==> src/rtl/tt_um_kharar_divider.sv <==
// 8-bit restoring divider: load a divisor, start with a dividend, and read the
// quotient or remainder once done is set. Control pins are synchronized on entry.
module tt_um_kharar_divider (
  input  logic [7:0] ui_in,
  output logic [7:0] uo_out,
  input  logic [7:0] uio_in,
  output logic [7:0] uio_out,
  output logic [7:0] uio_oe,
  input  logic       ena,
  input  logic       clk,
  input  logic       rst_n
);

  typedef enum logic [1:0] {StIdle, StRun, StDone} state_t;

  state_t     state;
  logic [2:0] start_sync;  // [0] first flop, [1] second flop, [2] history
  logic [2:0] load_sync;
  logic [7:0] divisor;
  logic [7:0] dividend;
  logic [7:0] work_rem;
  logic [7:0] quotient;
  logic [7:0] remainder;
  logic [2:0] count;
  logic       busy;
  logic       done;
  logic       div0;

  logic       start_edge;
  logic       load_edge;
  logic [8:0] shifted;
  logic [8:0] diff;
  logic       fits;
  logic [7:0] next_rem;
  logic [7:0] next_dvd;

  assign start_edge = start_sync[1] & ~start_sync[2];
  assign load_edge  = load_sync[1] & ~load_sync[2];

  // One restoring step; rem < divisor before the shift keeps diff within 8 bits.
  always_comb begin
    shifted  = {work_rem, dividend[7]};
    fits     = (shifted >= {1'b0, divisor});
    diff     = shifted - {1'b0, divisor};
    next_rem = fits ? diff[7:0] : shifted[7:0];
    next_dvd = {dividend[6:0], fits};
  end

  always_ff @(posedge clk or negedge rst_n) begin
    if (!rst_n) begin
      state      <= StIdle;
      start_sync <= 3'b000;
      load_sync  <= 3'b000;
      divisor    <= 8'h00;
      dividend   <= 8'h00;
      work_rem   <= 8'h00;
      quotient   <= 8'h00;
      remainder  <= 8'h00;
      count      <= 3'd0;
      busy       <= 1'b0;
      done       <= 1'b0;
      div0       <= 1'b0;
    end else begin
      start_sync <= {start_sync[1:0], uio_in[0]};
      load_sync  <= {load_sync[1:0], uio_in[2]};
      unique case (state)
        StIdle, StDone: begin
          // A load wins over a coincident start.
          if (load_edge) begin
            divisor <= ui_in;
          end else if (start_edge) begin
            dividend <= ui_in;
            if (divisor == 8'h00) begin
              quotient  <= 8'hFF;
              remainder <= ui_in;
              div0      <= 1'b1;
              done      <= 1'b1;
              state     <= StDone;
            end else begin
              work_rem <= 8'h00;
              count    <= 3'd0;
              busy     <= 1'b1;
              done     <= 1'b0;
              div0     <= 1'b0;
              state    <= StRun;
            end
          end
        end
        StRun: begin
          work_rem <= next_rem;
          dividend <= next_dvd;
          count    <= count + 3'd1;
          if (count == 3'd7) begin
            quotient  <= next_dvd;
            remainder <= next_rem;
            busy      <= 1'b0;
            done      <= 1'b1;
            state     <= StDone;
          end
        end
        default: state <= StIdle;
      endcase
    end
  end

  assign uo_out  = uio_in[1] ? remainder : quotient;
  assign uio_out = {1'b0, div0, done, busy, 4'b0000};
  assign uio_oe  = 8'hF0;

  logic unused;
  assign unused = &{1'b0, ena, uio_in[7:3], diff[8]};

endmodule

==> config.mk <==
export PLATFORM = sky130hd
export DESIGN_NAME = tt_um_kharar_divider
export DESIGN_NICKNAME = d
export VERILOG_FILES = /design/src/rtl/tt_um_kharar_divider.sv
export SDC_FILE = /design/constraint.sdc
export NUM_CORES = 1
export LEC_CHECK = 0
export ABC_AREA = 0
export CAP_MARGIN = 30
export CORE_MARGIN = 8
export CORE_UTILIZATION = 23
export CTS_CLUSTER_SIZE = 24
export DETAILED_ROUTE_END_ITERATION = 10
export RECOVER_POWER = 100
export SLEW_MARGIN = 5
export SYNTH_ARGS = -nofsm -noshare
export SYNTH_HDL_FRONTEND = slang
export SYNTH_SLANG_ARGS = --single-unit
==> constraint.sdc <==
create_clock -name clk -period 2.3 [get_ports clk]
set_clock_uncertainty 0.05 [all_clocks]
set_input_delay 0.46 -clock clk [delete_from_list [all_inputs] [get_ports clk]]
set_output_delay 0.46 -clock clk [all_outputs]
set_load 0.02 [all_outputs]
==> results.md, run 1 <==
* Status: finished, final reports clean
* Worst path arrival time at ~1.8 ns
* Hold Path End: load_sync[1]
* Register share of total power at 27.0%
* Total power at between 6 and 7 mW
* Most common cell after layout, fill and taps aside: dfrtp_1
* R2R depth at 9
* Cell count after synthesis at ~280
* Synth top area share at 47.8%
* Antenna Nets Post-Route at 0
* CTS tree: built
* CTS Sinks at 54
* Worst Setup SP: uio_in[1]
* Critical path fanouts, max at 8
* Hold Path Origin: load_sync[0]
* Final hold slack at 0.299 ns
* CP required at 1.79 ns
* Reg-to-reg critical path endpoint: work_rem[1]
* Final HPWL DP at just over 5000 um
* Max cap viols at 0
* Mapped Area at around 2800 um^2
* Routed wire length at around 7000 um
* PnR worst setup slack at 0.0384 ns
* Nets at roughly 350
* Crit path kind: input port to primary output
* TritonRoute pass-1 iters at 4
* Initial core utilization at between 20% and 30%
* Synth Flop Type: dfrtp_1
* Hold path cells at 0
* I/O Pins at between 40 and 50
* Layout area overhead at 27.6%
* Tcrit/Tclk final at between 90% and 100%
* Leak at between 1.5 and 2 nW
* Grt ovf at 0
* F_max at roughly 0.44 GHz
* Total CTS buffers at 5
* Ant diodes at 0
* Max-Slew Margin vs Limit at approximately half
* Top cells by area, synth: dfrtp_1 48%, nand2_1 5.3%, o21ai_0 4.6%, buf_4 4.5%, ha_1 4.4%
* Min cycle time layout at between 2 and 2.5 ns
* Layout cells sized above 1 at between 20 and 25%
* Final Core Density at between 30 and 40%
* Synth cell types at 45
* Slew @ Worst Pin at ~0.74 ns
* Post-synth EDFFs at 0
* Final setup violation count at 0
* Post-Syn Area per Cell at ~10 um^2
* Clock Power Share at between 10% and 20%
* Clock latency on the worst-skew pair at 0.29 ns
* Pwr Density at approximately 1700 nW/um^2
* Yosys reg bits at 54
* Fill cell count at 1243
* Internal at between 3 and 4 mW
* Die footprint at ~16000 um^2
* Row cnt at 40
* R2R Setup Slk at roughly 0.08 ns
* R2r startpoint: divisor[3]
* Crit start category: input port
* Drt initial violations at roughly 160
* Root Buffer: clkbuf_16
* Port bufs at 23
* Initial antenna violation count at 0
* Hold Vio Cnt, Final at 0
* CTS max path bufs at 2
* H-tree Lvls at 2
* All-Layer GR Usage at 9.04%
* Worst min path class: flip-flop to flip-flop
* DRC at 0
* Crit end category: primary output
* Largest area contributor in the netlist: dfrtp_1
* Pins Over Slew Limit at 0
* Most frequent cells in the layout: 54 x dfrtp_1, 40 x nand2_1, 26 x o21ai_0, 15 x buf_4, 13 x conb_1
* Core Area at 12000 um^2
* Sw Pwr at between 2 and 3 mW
* Warnings, synthesis at 0
* Register area share after synthesis at 47.8%
* Die Width at 127 um
* Net Sw Frac at around two fifths
* Pre-CTS WS at -0.214 ns
* Reg clk slew, reported paths at around 0.07 ns
* Average wire per standard cell at ~15 um
* Die height at between 100 and 150 um
* Gpl congestion at 0.783
* DR vias at roughly 2100
* Asr flop ratio synth at 100%
* Peak VDD IR at between 0.5 and 0.6 mV
* First-pass GRT wire length at ~12000 um
* Vias per cell at 4.55
* Pin count of the biggest net entering global routing at 49
* Vias in the first global route at around 2200
* Logic pwr share at between 60 and 70%
power by group through the flow:
stage               logic [mW]  clock network (mW)  registers [mW]
floorplan                 2.14                   0            1.57
global placement          2.98                   0            1.65
detailed placement        3.05                   0            1.67
CTS                       3.29               0.790            1.66
global route              4.14               0.840            1.74
finish                    3.76               0.779            1.68
timing repair:
| item | CTS | global route |
|---|---|---|
| setup buffers | 3 | 2 |
| hold endpoints to repair | 6 | 0 |
| gates resized for setup | 18 | 27 |
| hold buffers | 1 | 0 |
| endpoints found under the setup margin | 18 | 19 |
| pin swaps | 1 | 8 |
worst max path at each step:
stage | end | slack, ns | depth (start not counted)
after floorplan | remainder[2] | 0.23 | 9
after global placement | uo_out[0] | -0.22 | 4
after detailed placement | uo_out[0] | -0.21 | 4
after CTS | remainder[5] | -0.04 | 9
after global routing | work_rem[1] | -0.03 | 9
final | uo_out[3] | 0.04 | 4
registers in the layout, summed over array words and instances (netlist names):
signal,cells
load_sync,3
div0,1
divisor,8
dividend,8
work_rem,8
count,3
start_sync,3
busy,1
done,1
remainder,8
quotient,8
state,2
routing by layer:
layer  wire length, um  GRT usage (%)
met5                 0              0
met4                80           2.10
met3               384           2.01
met2              3250           13.4
met1              3410           12.9
cells in the mapped netlist (3+ instances only):
master and number:
a21oi_1 6, and2_1 3, buf_4 17, clkbuf_1 9, dfrtp_1 54, ha_1 10, inv_1 12, mux2_2 11
mux2i_1 12, nand2_1 40, nand2b_1 3, nand3_1 3, nor2_1 10, nor2b_1 4, o21ai_0 26, o21ai_1 13
o22a_1 7, xor2_1 3
worst max-delay path, stage by stage:
cell and delay [ns]:
clkdlybuf4s50_1 0.50, buf_12 0.14, mux2_2 0.33, dlygate4sd2_1 0.32
per-stage QoR:
step | TNS (ns) | area [um^2] | cells
final | 0 | 3610 | 466
after floorplan | 0 | 2870 | 290
after detailed placement | -2.02 | 3290 | 452
after global routing | -0.194 | 3610 | 466
after global placement | -2.07 | 3290 | 452
after CTS | -0.173 | 3520 | 464
cell families (layout without fill, tap and decap cells):
| kind of cell | after synthesis | count (layout) | synth area share (%) |
|---|---|---|---|
| XOR/XNOR | 5 | 5 | 1.55 |
| other | 2 | 13 | 0.266 |
| multiplexers | 23 | 23 | 8.63 |
| adder cells (fa/ha/maj) | 11 | 11 | 5.13 |
| buffers and inverters | 41 | 70 | 8.05 |
| AND/OR/NAND/NOR | 72 | 72 | 12.7 |
| AO/OA/AOI/OAI | 71 | 71 | 15.9 |
| flip-flops | 54 | 54 | 47.8 |
cell type report:
type / count / area (um^2) / area share [%]
Clock buffer: 6 / 139 / 3.85
Clock inverter: 2 / 12.5 / 0.347
Inverter: 12 / 45.0 / 1.25
Multi-Input combinational cell: 195 / 1430 / 39.7
Sequential cell: 54 / 1350 / 37.4
Tap cell: 147 / 184 / 5.10
Timing Repair Buffer: 50 / 444 / 12.3
Note: power is estimated with default switching activity, not from simulation.
==> inputs of run 2 (changes only) <==
Settings changed: CAP_MARGIN 30 to 20, RECOVER_POWER 100 to unset.
==> run 2 against run 1 <==
Net effect: hold slack hardly changed; via count hardly changed; global-route usage stayed put; design area is 1.2% higher; final cell count stayed put; power is 0.86% higher; sequential power hardly changed; combinational power is 1% higher; fmax hardly changed; non-clock buffer count stayed put; register-to-register slack worse by 0.02 ns; critical endpoint unchanged; highest routed layer unchanged.
==> results.md, run 2 (synthesized netlist as in run 1, its figures left out) <==
* Gpl congestion at 0.783 (unchanged)
* Max-Slew Margin vs Limit at 56.1% (was 50.5%)
* Tcrit/Tclk final at 98.3% (about the same)
* Drt initial violations at 170 (was 164)
* I/O Pins at 43 (unchanged)
* Nets at 348 (unchanged)
* Leak at 1.58 nW (was 1.55 nW)
* Layout cells sized above 1 at 22.6% (was 20.4%)
* Hold Path Origin: load_sync[0] (unchanged)
* Max cap viols at 0 (unchanged)
* Port bufs at 23 (unchanged)
* Average wire per standard cell at 15.4 um (was 15.3 um)
* Core Area at 12000 um^2 (unchanged)
* Hold Vio Cnt, Final at 0 (unchanged)
* Row cnt at 40 (unchanged)
* Crit start category: input port (unchanged)
* Register area at 1350 um^2 (unchanged)
* Final Core Density at 30.4% (was 30.0%)
* Area of the multi-input gates at 1450 um^2 (was 1430 um^2)
* First-pass GRT wire length at 11800 um (unchanged)
* Critical path fanouts, max at 8 (unchanged)
* Routed wire length at 7160 um (was 7130 um)
* Pwr Density at 1720 nW/um^2 (about the same)
* Most common cell after layout, fill and taps aside: dfrtp_1 (unchanged)
* All-Layer GR Usage at 9.04% (unchanged)
* CTS max path bufs at 2 (unchanged)
* Worst path arrival time at 1.75 ns (about the same)
* Vias in the first global route at 2222 (unchanged)
* Peak VDD IR at 0.599 mV (was 0.596 mV)
* Min cycle time layout at 2.26 ns (about the same)
* CP required at 1.79 ns (about the same)
* CTS Sinks at 54 (unchanged)
* Crit end category: primary output (unchanged)
* TritonRoute pass-1 iters at 4 (unchanged)
* CTS tree: built (unchanged)
* Layout area overhead at 29.2% (was 27.6%)
* H-tree Lvls at 2 (unchanged)
* DRC at 0 (unchanged)
* Final setup violation count at 0 (unchanged)
* Total CTS buffers at 5 (unchanged)
* Vias per cell at 4.54 (was 4.55)
* Fill cell count at 1236 (was 1243)
* Initial core utilization at 23.5% (unchanged)
* Crit path kind: input port to primary output (unchanged)
* Worst min path class: flip-flop to flip-flop (unchanged)
* Status: finished, final reports clean (unchanged)
* Clock latency on the worst-skew pair at 0.29 ns (about the same)
* Die footprint at 16100 um^2 (unchanged)
* Pins Over Slew Limit at 0 (unchanged)
* Root Buffer: clkbuf_16 (unchanged)
* Pin count of the biggest net entering global routing at 49 (unchanged)
* Reg clk slew, reported paths at 0.07 ns (about the same)
* Fin Setup TNS at 0 ns (unchanged)
* Die Width at 127 um (unchanged)
* R2r startpoint: divisor[3] (unchanged)
* Initial antenna violation count at 0 (unchanged)
* Worst Setup SP: uio_in[1] (unchanged)
* Most frequent cells in the layout: 54 x dfrtp_1, 40 x nand2_1, 26 x o21ai_0, 20 x buf_4, 14 x clkdlybuf4s50_1 (was 54 x dfrtp_1, 40 x nand2_1, 26 x o21ai_0, 15 x buf_4, 13 x conb_1)
* DR vias at 2117 (was 2119)
* Antenna Nets Post-Route at 0 (unchanged)
* Ant diodes at 0 (unchanged)
* Slew @ Worst Pin at 0.658 ns (was 0.743 ns)
* F_max at 0.442 GHz (about the same)
* Grt ovf at 0 (unchanged)
* Final HPWL DP at 5140 um (unchanged)
* Die height at 127 um (unchanged)
==> run 2: changes by cell type in the layout (fill, tap and decap cells not counted), sizes merged <==
| cell | change |
|---|---|
| dlygate4sd3 | -5 |
| clkdlybuf4s50 | +5 |
| clkbuf | -7 |
| buf | +7 |
==> run 2: report_power, final <==
part           internal [mW]  leakage (nW)  switching [mW]
clock network          0.432        0.0729           0.350
registers               1.37         0.645           0.311
logic                   1.86         0.859            1.95
==> run 2: routing by layer <==
layer	vias up	GRT usage, %	share of wire [%]
met3	8	2.01	4.7
met2	51	13.4	45
met1	1045	12.9	49
met4	0	2.10	1.0
met5	-	0	0
li1	1013	-	-
==> run 2: what timing repair did <==
item,4_1_cts,5_1_grt
hold buffers,1,0
buffers inserted,3,2
pin swaps,1,8
hold endpoints to repair,6,0
resized for setup,18,27
endpoints found under the setup margin,18,19
==> run 2: through the flow <==
step / cell area (um^2) / total power [mW] / cells / hold slack, ns / worst slack (ns)
5_1_grt: 3650 / 6.76 / 466 / 0.325 / -0.0319
2_1_floorplan: 2870 / 3.71 / 290 / 0.114 / 0.235
4_1_cts: 3520 / 5.75 / 464 / 0.301 / -0.0415
3_5_place_dp: 3290 / 4.71 / 452 / 0.266 / -0.214
6_report: 3650 / 6.28 / 466 / 0.299 / 0.0380
3_3_place_gp: 3290 / 4.63 / 452 / 0.261 / -0.224
==> run 2: worst paths after layout <==
path | cells past startpoint | end | slack [ns]
min | 0 | load_sync[1] | 0.30
max reg2reg | 9 | work_rem[1] | 0.06
max | 4 | uo_out[3] | 0.04
min in group asynchronous | 2 | load_sync[0] | 0.49
max in group asynchronous | 3 | divisor[5] | 1.21
min reg2reg | 0 | load_sync[1] | 0.30
==> run 2: cell type report <==
class                      count  share of cell area (%)
multi-input combinational    195                    39.7
clock buffer                   6                    3.80
inverter                      12                    1.23
clock inverter                 2                   0.342
tap                          147                    5.03
sequential                    54                    37.0
timing repair buffer          50                    12.9
==> run 2: critical path: stages <==
cell and delay (ns):
clkdlybuf4s50_1 0.50, buf_12 0.14, mux2_2 0.33, dlygate4sd2_1 0.32
==> inputs of run 3 (changes only) <==
Settings changed: SLEW_MARGIN 5 to unset.
==> results of run 3 <==
Same layout as run 2: the final DEF is identical, and so are final timing and power.
